File: config.mk
export PLATFORM = sky130hd
export DESIGN_NAME = clock_timekeeper
export DESIGN_NICKNAME = d
export VERILOG_FILES = /design/src/rtl/clock_pkg.sv /design/src/rtl/key_debouncer.sv /design/src/rtl/clock_timekeeper.sv
export SDC_FILE = /design/constraint.sdc
export NUM_CORES = 1
export LEC_CHECK = 0
export ABC_AREA = 1
export CAP_MARGIN = 40
export CORE_AREA = 2 2 111 113
export DETAILED_ROUTE_END_ITERATION = 8
export DIE_AREA = 0 0 113 115
export PLACE_DENSITY_LB_ADDON = 0.1
export SLEW_MARGIN = 0
export SYNTH_ARGS = -nofsm -noshare
export SYNTH_HDL_FRONTEND = slang
export SYNTH_HIERARCHICAL = 1
export SYNTH_SLANG_ARGS = --single-unit
File: constraint.sdc
create_clock -name clk -period 3.64 [get_ports clk]
set_clock_uncertainty 0.1 [all_clocks]
set_input_delay 0.364 -clock clk [delete_from_list [all_inputs] [get_ports clk]]
set_output_delay 0.364 -clock clk [all_outputs]
set_load 0.02 [all_outputs]
File: src/rtl/clock_pkg.sv
// Shared widths, field limits and mode encoding for the time-of-day counter.
package clock_pkg;

  localparam int unsigned HOUR_W   = 6;
  localparam int unsigned MIN_W    = 7;
  localparam int unsigned SEC_W    = 6;
  localparam int unsigned MAX_HOUR = 23;
  localparam int unsigned MAX_MIN  = 59;
  localparam int unsigned MAX_SEC  = 59;

  typedef enum logic [1:0] {
    RUN      = 2'd0,
    SET_HOUR = 2'd1,
    SET_MIN  = 2'd2
  } mode_t;

endpackage

File: src/rtl/key_debouncer.sv
// Raw active-low key -> 2-flop synchronizer -> debounced level -> one-cycle press pulse.
module key_debouncer #(
  parameter int unsigned DEBOUNCE_CYCLES = 500_000
) (
  input  logic clk,
  input  logic rst_n,
  input  logic key_n,
  output logic press
);

  localparam int unsigned CNT_W = (DEBOUNCE_CYCLES > 1) ? $clog2(DEBOUNCE_CYCLES) : 1;
  localparam logic [CNT_W-1:0] CNT_LAST = CNT_W'(DEBOUNCE_CYCLES - 1);

  logic             sync1;
  logic             sync2;
  logic             level;
  logic [CNT_W-1:0] cnt;

  // Bring the asynchronous key into the clk domain; released (1) out of reset.
  always_ff @(posedge clk or negedge rst_n) begin
    if (!rst_n) begin
      sync1 <= 1'b1;
      sync2 <= 1'b1;
    end else begin
      sync1 <= key_n;
      sync2 <= sync1;
    end
  end

  // Level follows the synced key after it has differed for DEBOUNCE_CYCLES cycles; pulse on fall.
  always_ff @(posedge clk or negedge rst_n) begin
    if (!rst_n) begin
      level <= 1'b1;
      cnt   <= '0;
      press <= 1'b0;
    end else begin
      press <= 1'b0;
      if (sync2 != level) begin
        if (cnt == CNT_LAST) begin
          level <= sync2;
          cnt   <= '0;
          press <= ~sync2;
        end else begin
          cnt <= cnt + CNT_W'(1);
        end
      end else begin
        cnt <= '0;
      end
    end
  end

endmodule

File: src/rtl/clock_timekeeper.sv
// Hours/minutes/seconds counter with 1 Hz prescaler, two-key set mode and blink generator.
module clock_timekeeper
  import clock_pkg::*;
#(
  parameter int unsigned TICKS_PER_SEC   = 50_000_000,
  parameter int unsigned DEBOUNCE_CYCLES = 500_000,
  parameter int unsigned BLINK_TICKS     = 12_500_000
) (
  input  logic              clk,
  input  logic              rst_n,
  input  logic              key_mode_n,
  input  logic              key_inc_n,
  output logic [HOUR_W-1:0] hours,
  output logic [MIN_W-1:0]  minutes,
  output logic [SEC_W-1:0]  seconds,
  output logic [1:0]        mode,
  output logic              blink
);

  localparam int unsigned PRE_W = $clog2(TICKS_PER_SEC);
  localparam int unsigned BLK_W = (BLINK_TICKS > 1) ? $clog2(BLINK_TICKS) : 1;
  localparam logic [PRE_W-1:0] PRE_LAST = PRE_W'(TICKS_PER_SEC - 1);
  localparam logic [BLK_W-1:0] BLK_LAST = BLK_W'(BLINK_TICKS - 1);

  mode_t            state;
  mode_t            state_next;
  logic             mode_press;
  logic             inc_press;
  logic [PRE_W-1:0] prescale;
  logic [BLK_W-1:0] blink_cnt;
  logic             run_en;
  logic             tick;
  logic             restart;
  logic             inc_hour;
  logic             inc_min;

  key_debouncer #(.DEBOUNCE_CYCLES(DEBOUNCE_CYCLES)) u_key_mode (
    .clk   (clk),
    .rst_n (rst_n),
    .key_n (key_mode_n),
    .press (mode_press)
  );

  key_debouncer #(.DEBOUNCE_CYCLES(DEBOUNCE_CYCLES)) u_key_inc (
    .clk   (clk),
    .rst_n (rst_n),
    .key_n (key_inc_n),
    .press (inc_press)
  );

  assign mode = state;

  // Mode state register.
  always_ff @(posedge clk or negedge rst_n) begin
    if (!rst_n) state <= RUN;
    else        state <= state_next;
  end

  // MODE press steps RUN -> SET_HOUR -> SET_MIN -> RUN.
  always_comb begin
    state_next = state;
    if (mode_press) begin
      case (state)
        RUN:      state_next = SET_HOUR;
        SET_HOUR: state_next = SET_MIN;
        default:  state_next = RUN;
      endcase
    end
  end

  // Per-state controls; a MODE press wins over INC and over a coincident tick.
  always_comb begin
    run_en   = 1'b0;
    tick     = 1'b0;
    restart  = 1'b0;
    inc_hour = 1'b0;
    inc_min  = 1'b0;
    case (state)
      RUN: begin
        run_en = ~mode_press;
        tick   = ~mode_press && (prescale == PRE_LAST);
      end
      SET_HOUR: inc_hour = inc_press && ~mode_press;
      SET_MIN: begin
        inc_min = inc_press && ~mode_press;
        restart = mode_press;
      end
      default: ;
    endcase
  end

  // Prescaler: free-runs in RUN, held in SET, cleared on return to RUN.
  always_ff @(posedge clk or negedge rst_n) begin
    if (!rst_n)      prescale <= '0;
    else if (restart) prescale <= '0;
    else if (run_en) prescale <= (prescale == PRE_LAST) ? '0 : prescale + PRE_W'(1);
  end

  // Time fields: ripple carry on tick, single-field increment while setting.
  always_ff @(posedge clk or negedge rst_n) begin
    if (!rst_n) begin
      hours   <= '0;
      minutes <= '0;
      seconds <= '0;
    end else if (tick) begin
      if (seconds == SEC_W'(MAX_SEC)) begin
        seconds <= '0;
        if (minutes == MIN_W'(MAX_MIN)) begin
          minutes <= '0;
          hours   <= (hours == HOUR_W'(MAX_HOUR)) ? '0 : hours + HOUR_W'(1);
        end else begin
          minutes <= minutes + MIN_W'(1);
        end
      end else begin
        seconds <= seconds + SEC_W'(1);
      end
    end else if (restart) begin
      seconds <= '0;
    end else if (inc_hour) begin
      hours <= (hours == HOUR_W'(MAX_HOUR)) ? '0 : hours + HOUR_W'(1);
    end else if (inc_min) begin
      minutes <= (minutes == MIN_W'(MAX_MIN)) ? '0 : minutes + MIN_W'(1);
    end
  end

  // Blink: forced high in RUN, restarts high on every mode change, toggles in SET states.
  always_ff @(posedge clk or negedge rst_n) begin
    if (!rst_n) begin
      blink     <= 1'b1;
      blink_cnt <= '0;
    end else if (state_next == RUN || state_next != state) begin
      blink     <= 1'b1;
      blink_cnt <= '0;
    end else if (blink_cnt == BLK_LAST) begin
      blink     <= ~blink;
      blink_cnt <= '0;
    end else begin
      blink_cnt <= blink_cnt + BLK_W'(1);
    end
  end

endmodule

==> results of run 1 <==
metrics by stage:
stage / instance area, sq um / util [%] / power [W] / hold slack (ns)
floorplan: 6900 / - / 0.00137 / -0.0316
global placement: 7320 / 62.0 / 0.00140 / 0.246
detailed placement: 7330 / 62.0 / 0.00140 / 0.247
CTS: 7910 / 67.0 / 0.00303 / 0.239
global route: 7910 / 67.0 / 0.00310 / 0.234
finish: 7910 / 67.0 / 0.00300 / 0.252
cell families (layout without fill, tap and decap cells):
kind of cell    after synthesis  after routing  share of synthesized area [%]
simple gates                573            573                           38.0
buf+inv                     138            192                           7.68
flops                       118            118                           43.0
compound gates               66             66                           5.59
xor+xnor                     34             34                           4.54
fa+ha+maj                     7              7                           1.27
power by group:
part	total, W	leakage, nW	internal (W)	switching, W
logic	0.0000518	1.71	0.0000123	0.0000395
registers	0.00133	1.61	0.00132	0.00000522
clock network	0.00162	0.275	0.00102	0.000600
worst reg2reg max path: stages (launching register included):
cell and delay, ns:
dfrtp_1 0.44, ha_1 0.25, nand2_1 0.09, inv_1 0.08, nand2_1 0.10, nor4_1 0.20
nand3_1 0.43, nand2_1 0.37, nand2_1 0.08, nand2_1 0.07
cell type report:
cell class / count / area share [%]
clock buffers: 19 / 5.60
flip-flops and latches: 118 / 37.4
inverters: 131 / 6.25
multi-input cells: 680 / 43.0
clock inverters: 13 / 1.68
repair buffers: 29 / 3.70
well taps: 147 / 2.32
placed cells by master (no fill, tap or decap), types with 2 or more instances in the layout:
master           synthesis  final
nand2_1                230    230
nor2_1                 149    149
inv_1                  117    117
dfrtp_1                111    111
nand3_1                 92     92
nor3_1                  29     29
xor2_1                  25     25
clkdlybuf4s50_1          0     24
nand4_1                 20     20
a21oi_1                 18     18
o21ai_0                 17     17
clkbuf_16                0     17
o21ai_1                 13     13
nor2_2                  13     13
inv_2                   12     12
nand2_2                 12     12
nor2_4                  11     11
xnor2_1                  7      7
ha_1                     7      7
dfstp_2                  7      7
o21a_1                   5      5
clkinv_2                 0      5
o21bai_1                 4      4
clkinvlp_4               0      4
nor3b_1                  3      3
o22ai_1                  3      3
nand2_4                  3      3
buf_4                    1      3
nor4_1                   2      2
or2_2                    2      2
bufinv_16                0      2
clkinv_4                 0      2
nand3_2                  2      2
xor2_2                   2      2
nor3b_2                  2      2
worst paths after layout:
| kind | slack, ns | end | from | cells past startpoint |
|---|---|---|---|---|
| setup reg to reg | 1.39 | blink$_DFFE_PN1P_ | blink_cnt[0]$_DFF_PN0_ | 9 |
| hold reg to reg | 0.26 | u_key_inc/sync2$_DFF_PN1_ | u_key_inc/sync1$_DFF_PN1_ | 0 |
| hold / removal | 0.25 | u_key_mode/sync1$_DFF_PN1_ | key_mode_n | 1 |
| max in group asynchronous | 2.17 | blink$_DFFE_PN1P_ | rst_n | 3 |
| min in group asynchronous | 0.47 | prescale[0]$_DFFE_PN0P_ | rst_n | 2 |
| setup / recovery | 1.39 | blink$_DFFE_PN1P_ | blink_cnt[0]$_DFF_PN0_ | 9 |
flip-flops by register name (all words and copies together) (netlist names):
| register | cells |
|---|---|
| u_key_inc/sync2 | 1 |
| minutes | 7 |
| u_key_mode/press | 1 |
| u_key_mode/cnt | 19 |
| prescale | 26 |
| mode | 2 |
| seconds | 6 |
| blink | 1 |
| u_key_inc/level | 1 |
| hours | 6 |
| u_key_mode/level | 1 |
| u_key_inc/press | 1 |
| u_key_mode/sync2 | 1 |
| u_key_inc/sync1 | 1 |
| blink_cnt | 24 |
| u_key_inc/cnt | 19 |
| u_key_mode/sync1 | 1 |
synth_stat cells, types with 4 or more instances:
cell      count  share of area [%]
a21oi_1      18                1.3
buf_2         4               0.29
dfrtp_1     111                 40
dfstp_2       7                2.7
ha_1          7                1.3
inv_1       117                6.4
inv_2        12               0.65
nand2_1     230                 13
nand2_2      12                1.1
nand3_1      92                6.7
nand4_1      20                1.8
nor2_1      149                8.1
nor2_2       13                1.2
nor2_4       11                1.8
nor3_1       29                2.1
o21a_1        5               0.54
o21ai_0      17                1.2
o21ai_1      13               0.94
o21bai_1      4               0.44
xnor2_1       7               0.89
xor2_1       25                3.2
metal layers:
layer	routed length [microns]	GRT usage, %	up-vias
li1	-	-	3061
met1	6960	33.3	2804
met2	6890	38.4	132
met3	622	5.69	25
met4	222	9.43	0
met5	0	0	-
==> summary.txt, run 1 <==
Status
  • Result of the run: finished with violations
  • Violations in the final reports: design-rule violations

Min path
  • Type of the worst min-delay path: primary input to flop

Run
  • Max-capacitance violation count: 0

Timing
  • Unrepaired setup endpoints after global routing: no
  • Final Worst Setup Slack: around 1.4 ns
  • Pins over their slew limit: 0
  • Final cycle utilization of the critical path: 61.9%
  • Total count of hold-check failures in the final report: 0
  • Headroom to the max-slew limit: 47.2%
  • Final setup violation count: 0
  • Slew @ Worst Pin: about 0.8 ns
  • Top achievable clock speed: between 400 and 500 MHz
  • Post-layout minimum cycle time: around 2.3 ns
  • Sum of negative setup slack: 0 ns

Worst setup path
  • Library cell appearing most often on the critical path: nand2_1
  • Longest individual stage delay on the worst path: 0.44 ns
  • Chain of cells forming the critical path: ha_1, nand2_1, inv_1, nand2_1, nor4_1, nand3_1, nand2_1, nand2_1, nand2_1
  • Worst-path cell with the longest stage delay: dfrtp_1
  • WP data arrival: between 2 and 3 ns
  • Startpoint type of the worst setup path: flop
  • Critical Path RT: approximately 4 ns
  • Class of the most critical setup path: flop to flop
  • Top fanout value on the critical path: 13
  • Number of buffers and inverters on the critical path: 1
  • Endpoint class of the critical path: flop
  • Top Family by Delay on Critical Path: simple AND/OR/NAND/NOR gates

CTS
  • # hold bufs at CTS: 1
  • TritonCTS Sinks: approximately 120
  • Cell at the root of the clock tree: clkbuf_16
  • Clock tree from TritonCTS: yes
  • Max Root-Sink Buffers: 2
  • Count of cells resized by post-cts repair: 0
  • Clock insertion delay at the later pin of the skew report: ~0.42 ns
  • Clock slew at reported path FFs: ~0.050 ns
  • Deepest level of the CTS H-tree: 4
  • Post-CTS Setup Bufs: 0
  • CTS buffer count: 17

Floorplan
  • Die outline height: between 100 and 150 microns
  • Boundary Pins: 26
  • Std cell rows: 40
  • Area of the placeable core: ~0.012 sq mm
  • Initial standard-cell utilization of the core: between 50 and 60%
  • Die area: roughly 0.013 sq mm
  • Chip width: 113 microns

Synth
  • EDFF count, synth: 0
  • Asr flop ratio synth: 100%
  • Syn. warnings: 6
  • Post-Synthesis Net Count: around 950
  • Share of synthesized area occupied by flip-flops and latches: approximately 43%
  • Flip-flop cell with the highest count after synthesis: dfrtp_1
  • Synthesized cell area: 0.00690 sq mm
  • Count of different cell masters after synthesis: 42
  • Cell count after synthesis: about 940
  • Post-Syn Area per Cell: ~7.4 sq um
  • Register bit total from synthesis: ~120

Power
  • Maximum resistive drop on vdd: 0.000368 V
  • Power density of the placed cells: 379 mW/mm^2
  • Static leakage: around 3.6 nW

Final layout
  • Number of antenna cells inserted: 0
  • # fillers: 1018
  • Final Net Count: just under 1000
  • Share of final-layout standard cells stronger than drive strength 1: around 11%
  • Area growth from synthesis to layout: 14.8%
  • Filler-free cell count of the finished design: ~1100
  • Combined flip-flop and latch cell area: 0.00296 sq mm
  • Area of the multi-input gates: 0.00340 sq mm

Detailed routing
  • Violation count after the first detailed-route iteration: 422
  • Antenna-violating nets left: 0
  • DRC Markers: 3
  • Vias post-DR: 6022
  • Via density per instance: ~5.3
  • Post-Route WL: 14700 microns
  • Number of detailed-route iterations in the first pass: 7
  • Routed length per placed instance: around 13 microns

Global route
  • Number of antenna violations at the first check in global routing: 0
  • Via count of the first global-routing pass: between 5000 and 6000
  • Global router's overall resource usage: 24.5%
  • Pin count of the biggest net entering global routing: 64
  • First-pass GRT wire length: between 20000 and 30000 microns
  • Final global-route overflow total: 0

Placement
  • Port Buf Inserts: 25
  • Placed wire-length estimate after detailed placement: 10400 microns
  • Worst slack after detailed placement: 1.45 ns
  • Routability cong.: 0.955
  • Number of placed instances, taps included: approximately 1100
Note: power is estimated with default switching activity, not from simulation.
==> inputs of run 2 (changes only) <==
clock period = 2.24 ns   (was 3.64 ns; I/O delays follow)
==> run 2 against run 1 <==
  * The flow still finishes with violations (design-rule violations)
  * Sequential share of layout area decreased by 0.36 points
  * Count of clock-buffer cells in the layout unchanged
  * Final cell count increased by 0.53%
  * Die area unchanged
  * Highest routed layer unchanged
  * Worst setup slack got worse by 1.2 ns
  * Sequential cell count unchanged
  * Combinational power increased by 68%
  * Register-to-register slack got worse by 1.2 ns
  * Via count decreased by 0.96%
  * Largest power group unchanged
==> summary.txt, run 2 (synthesized netlist as in run 1, its figures left out) <==
Detailed routing
  • Vias post-DR: around 6000
  • Antenna-violating nets left: 0
  • Via density per instance: 5.22
  • Routed length per placed instance: between 10 and 15 microns
  • DRC Markers: 3
  • Violation count after the first detailed-route iteration: between 400 and 500
  • Number of detailed-route iterations in the first pass: 7
  • Post-Route WL: 15000 microns

Power
  • Gate power share: roughly 1.7%
  • Power density of the placed cells: around 630 mW/mm^2
  • P_int: 0.00397 W
  • Switch Pwr: approximately 0.0011 W
  • Static leakage: ~3.6 nW
  • Sw Share: between 20% and 30%
  • Clock group share of total power: about 55%
  • Share of power burned in registers: between 40% and 50%
  • Maximum resistive drop on vdd: approximately 0.00059 V

Worst setup path
  • Critical Path RT: roughly 2.5 ns
  • Endpoint class of the critical path: flop
  • Startpoint type of the worst setup path: flop
  • Class of the most critical setup path: flop to flop
  • Top fanout value on the critical path: 6
  • WP data arrival: roughly 2.2 ns

Final layout
  • Share of final-layout standard cells stronger than drive strength 1: a little under an eighth
  • Area growth from synthesis to layout: 15.9%
  • Most common cell after layout, fill and taps aside: nand2_1
  • Number of flip-flops under the largest register name: 26
  • Register bank with the most flops: prescale
  • Highest-count cells in the layout ignoring fill and taps: nand2_1 (230), nor2_1 (149), inv_1 (117)
  • Final Net Count: 994
  • Biggest registers after layout: prescale: 26 flops, blink_cnt: 24 flops
  • Filler-free cell count of the finished design: between 1000 and 1500
  • Number of antenna cells inserted: 0

Timing
  • Slew @ Worst Pin: between 0.4 and 0.5 ns
  • Total count of hold-check failures in the final report: 0
  • Top achievable clock speed: roughly 500 MHz
  • Pins over their slew limit: 0
  • Unrepaired setup endpoints after global routing: no
  • Sum of negative setup slack: 0 ns
  • Final setup violation count: 0
  • Final cycle utilization of the critical path: 89.6%
  • Final Worst Setup Slack: ~0.23 ns
  • Post-layout minimum cycle time: 2.01 ns
  • Headroom to the max-slew limit: 72.4%

Floorplan
  • Die outline height: 115 microns
  • Die area: 0.0130 sq mm
  • Area of the placeable core: ~0.012 sq mm
  • Boundary Pins: 26
  • Chip width: around 110 microns
  • Std cell rows: 40
  • Initial standard-cell utilization of the core: between 50 and 60%

Global route
  • Final global-route overflow total: 0
  • Via count of the first global-routing pass: a little under 6000
  • Pin count of the biggest net entering global routing: 65
  • Global router's overall resource usage: approximately a quarter
  • Number of antenna violations at the first check in global routing: 0
  • First-pass GRT wire length: 26300 microns

Placement
  • Routability cong.: ~0.93
  • Placed wire-length estimate after detailed placement: ~11000 microns
  • Number of placed instances, taps included: roughly 1100
  • Worst slack after detailed placement: roughly 0.28 ns
  • Port Buf Inserts: 25

CTS
  • Post-CTS Setup Bufs: 0
  • Clock slew at reported path FFs: 0.05 ns
  • TritonCTS Sinks: ~120
  • Deepest level of the CTS H-tree: 4
  • Clock insertion delay at the later pin of the skew report: 0.42 ns
  • Cell at the root of the clock tree: clkbuf_16
  • CTS buffer count: 17
  • # hold bufs at CTS: 1
  • Clock tree from TritonCTS: yes
  • Count of cells resized by post-cts repair: 0
  • Max Root-Sink Buffers: 2

Status
  • Result of the run: finished with violations
  • Violations in the final reports: design-rule violations

Run
  • Max-capacitance violation count: 0

Min path
  • Type of the worst min-delay path: primary input to flop
==> run 2: changes by cell type in the layout (fill, tap and decap cells not counted), sizes merged <==
cell      previous run  this run
buf                  4        10
bufinv               2         3
clkinv               8         5
clkinvlp             4         6
==> run 2: area by class of cell <==
class,count,area (sq um)
Fill cell,1032,3820
Multi-Input combinational cell,680,3400
Sequential cell,118,2960
Inverter,131,494
Clock buffer,19,453
Timing Repair Buffer,35,338
Tap cell,147,184
Clock inverter,13,155
==> run 2: path summary, 6_finish.rpt <==
path	end	start	slack, ns	cells after the start
max in group asynchronous	blink$_DFFE_PN1P_	rst_n	1.27	3
hold / removal	u_key_inc/sync1$_DFF_PN1_	key_inc_n	0.11	1
min in group asynchronous	prescale[5]$_DFFE_PN0P_	rst_n	0.13	2
setup / recovery	blink_cnt[16]$_DFF_PN0_	blink_cnt[0]$_DFF_PN0_	0.23	10
setup reg to reg	blink_cnt[16]$_DFF_PN0_	blink_cnt[0]$_DFF_PN0_	0.23	10
hold reg to reg	u_key_inc/sync2$_DFF_PN1_	u_key_inc/sync1$_DFF_PN1_	0.25	0
==> run 2: per-stage QoR <==
stage	utilization, %	total power [W]	instance area, sq um	hold WS [ns]
2_1_floorplan	-	0.00222	6900	-0.172
6_report	67.6	0.00502	7990	0.114
4_1_cts	67.6	0.00507	7990	0.0958
3_5_place_dp	62.4	0.00228	7370	0.0140
3_3_place_gp	62.4	0.00228	7370	0.0146
5_1_grt	67.6	0.00518	7990	0.106
==> run 2: power groups by stage <==
| stage | clock network (W) | registers, W | logic [W] |
|---|---|---|---|
| finish | 0.00278 | 0.00216 | 0.0000869 |
| global route | 0.00292 | 0.00216 | 0.000104 |
| CTS | 0.00282 | 0.00216 | 0.0000917 |
| detailed placement | 0 | 0.00219 | 0.0000904 |
| global placement | 0 | 0.00219 | 0.0000894 |
| floorplan | 0 | 0.00219 | 0.0000284 |
==> run 2: metal layers <==
layer	vias to the layer above	global-route usage (%)	routed length (microns)
met2	121	40.9	7100
met3	27	6.22	514
met4	0	8.54	287
met5	-	0	0
met1	2742	33.1	7090
li1	3074	-	-
==> run 2: critical path, cell delays in order (launching register included) <==
cell,delay (ns)
dfrtp_1,0.43
ha_1,0.27
nand2_1,0.11
nor2_1,0.15
nand2_1,0.14
nor2_1,0.16
nand2_1,0.11
nor3_1,0.22
nand2_1,0.09
nand3_1,0.08
nor2_1,0.04
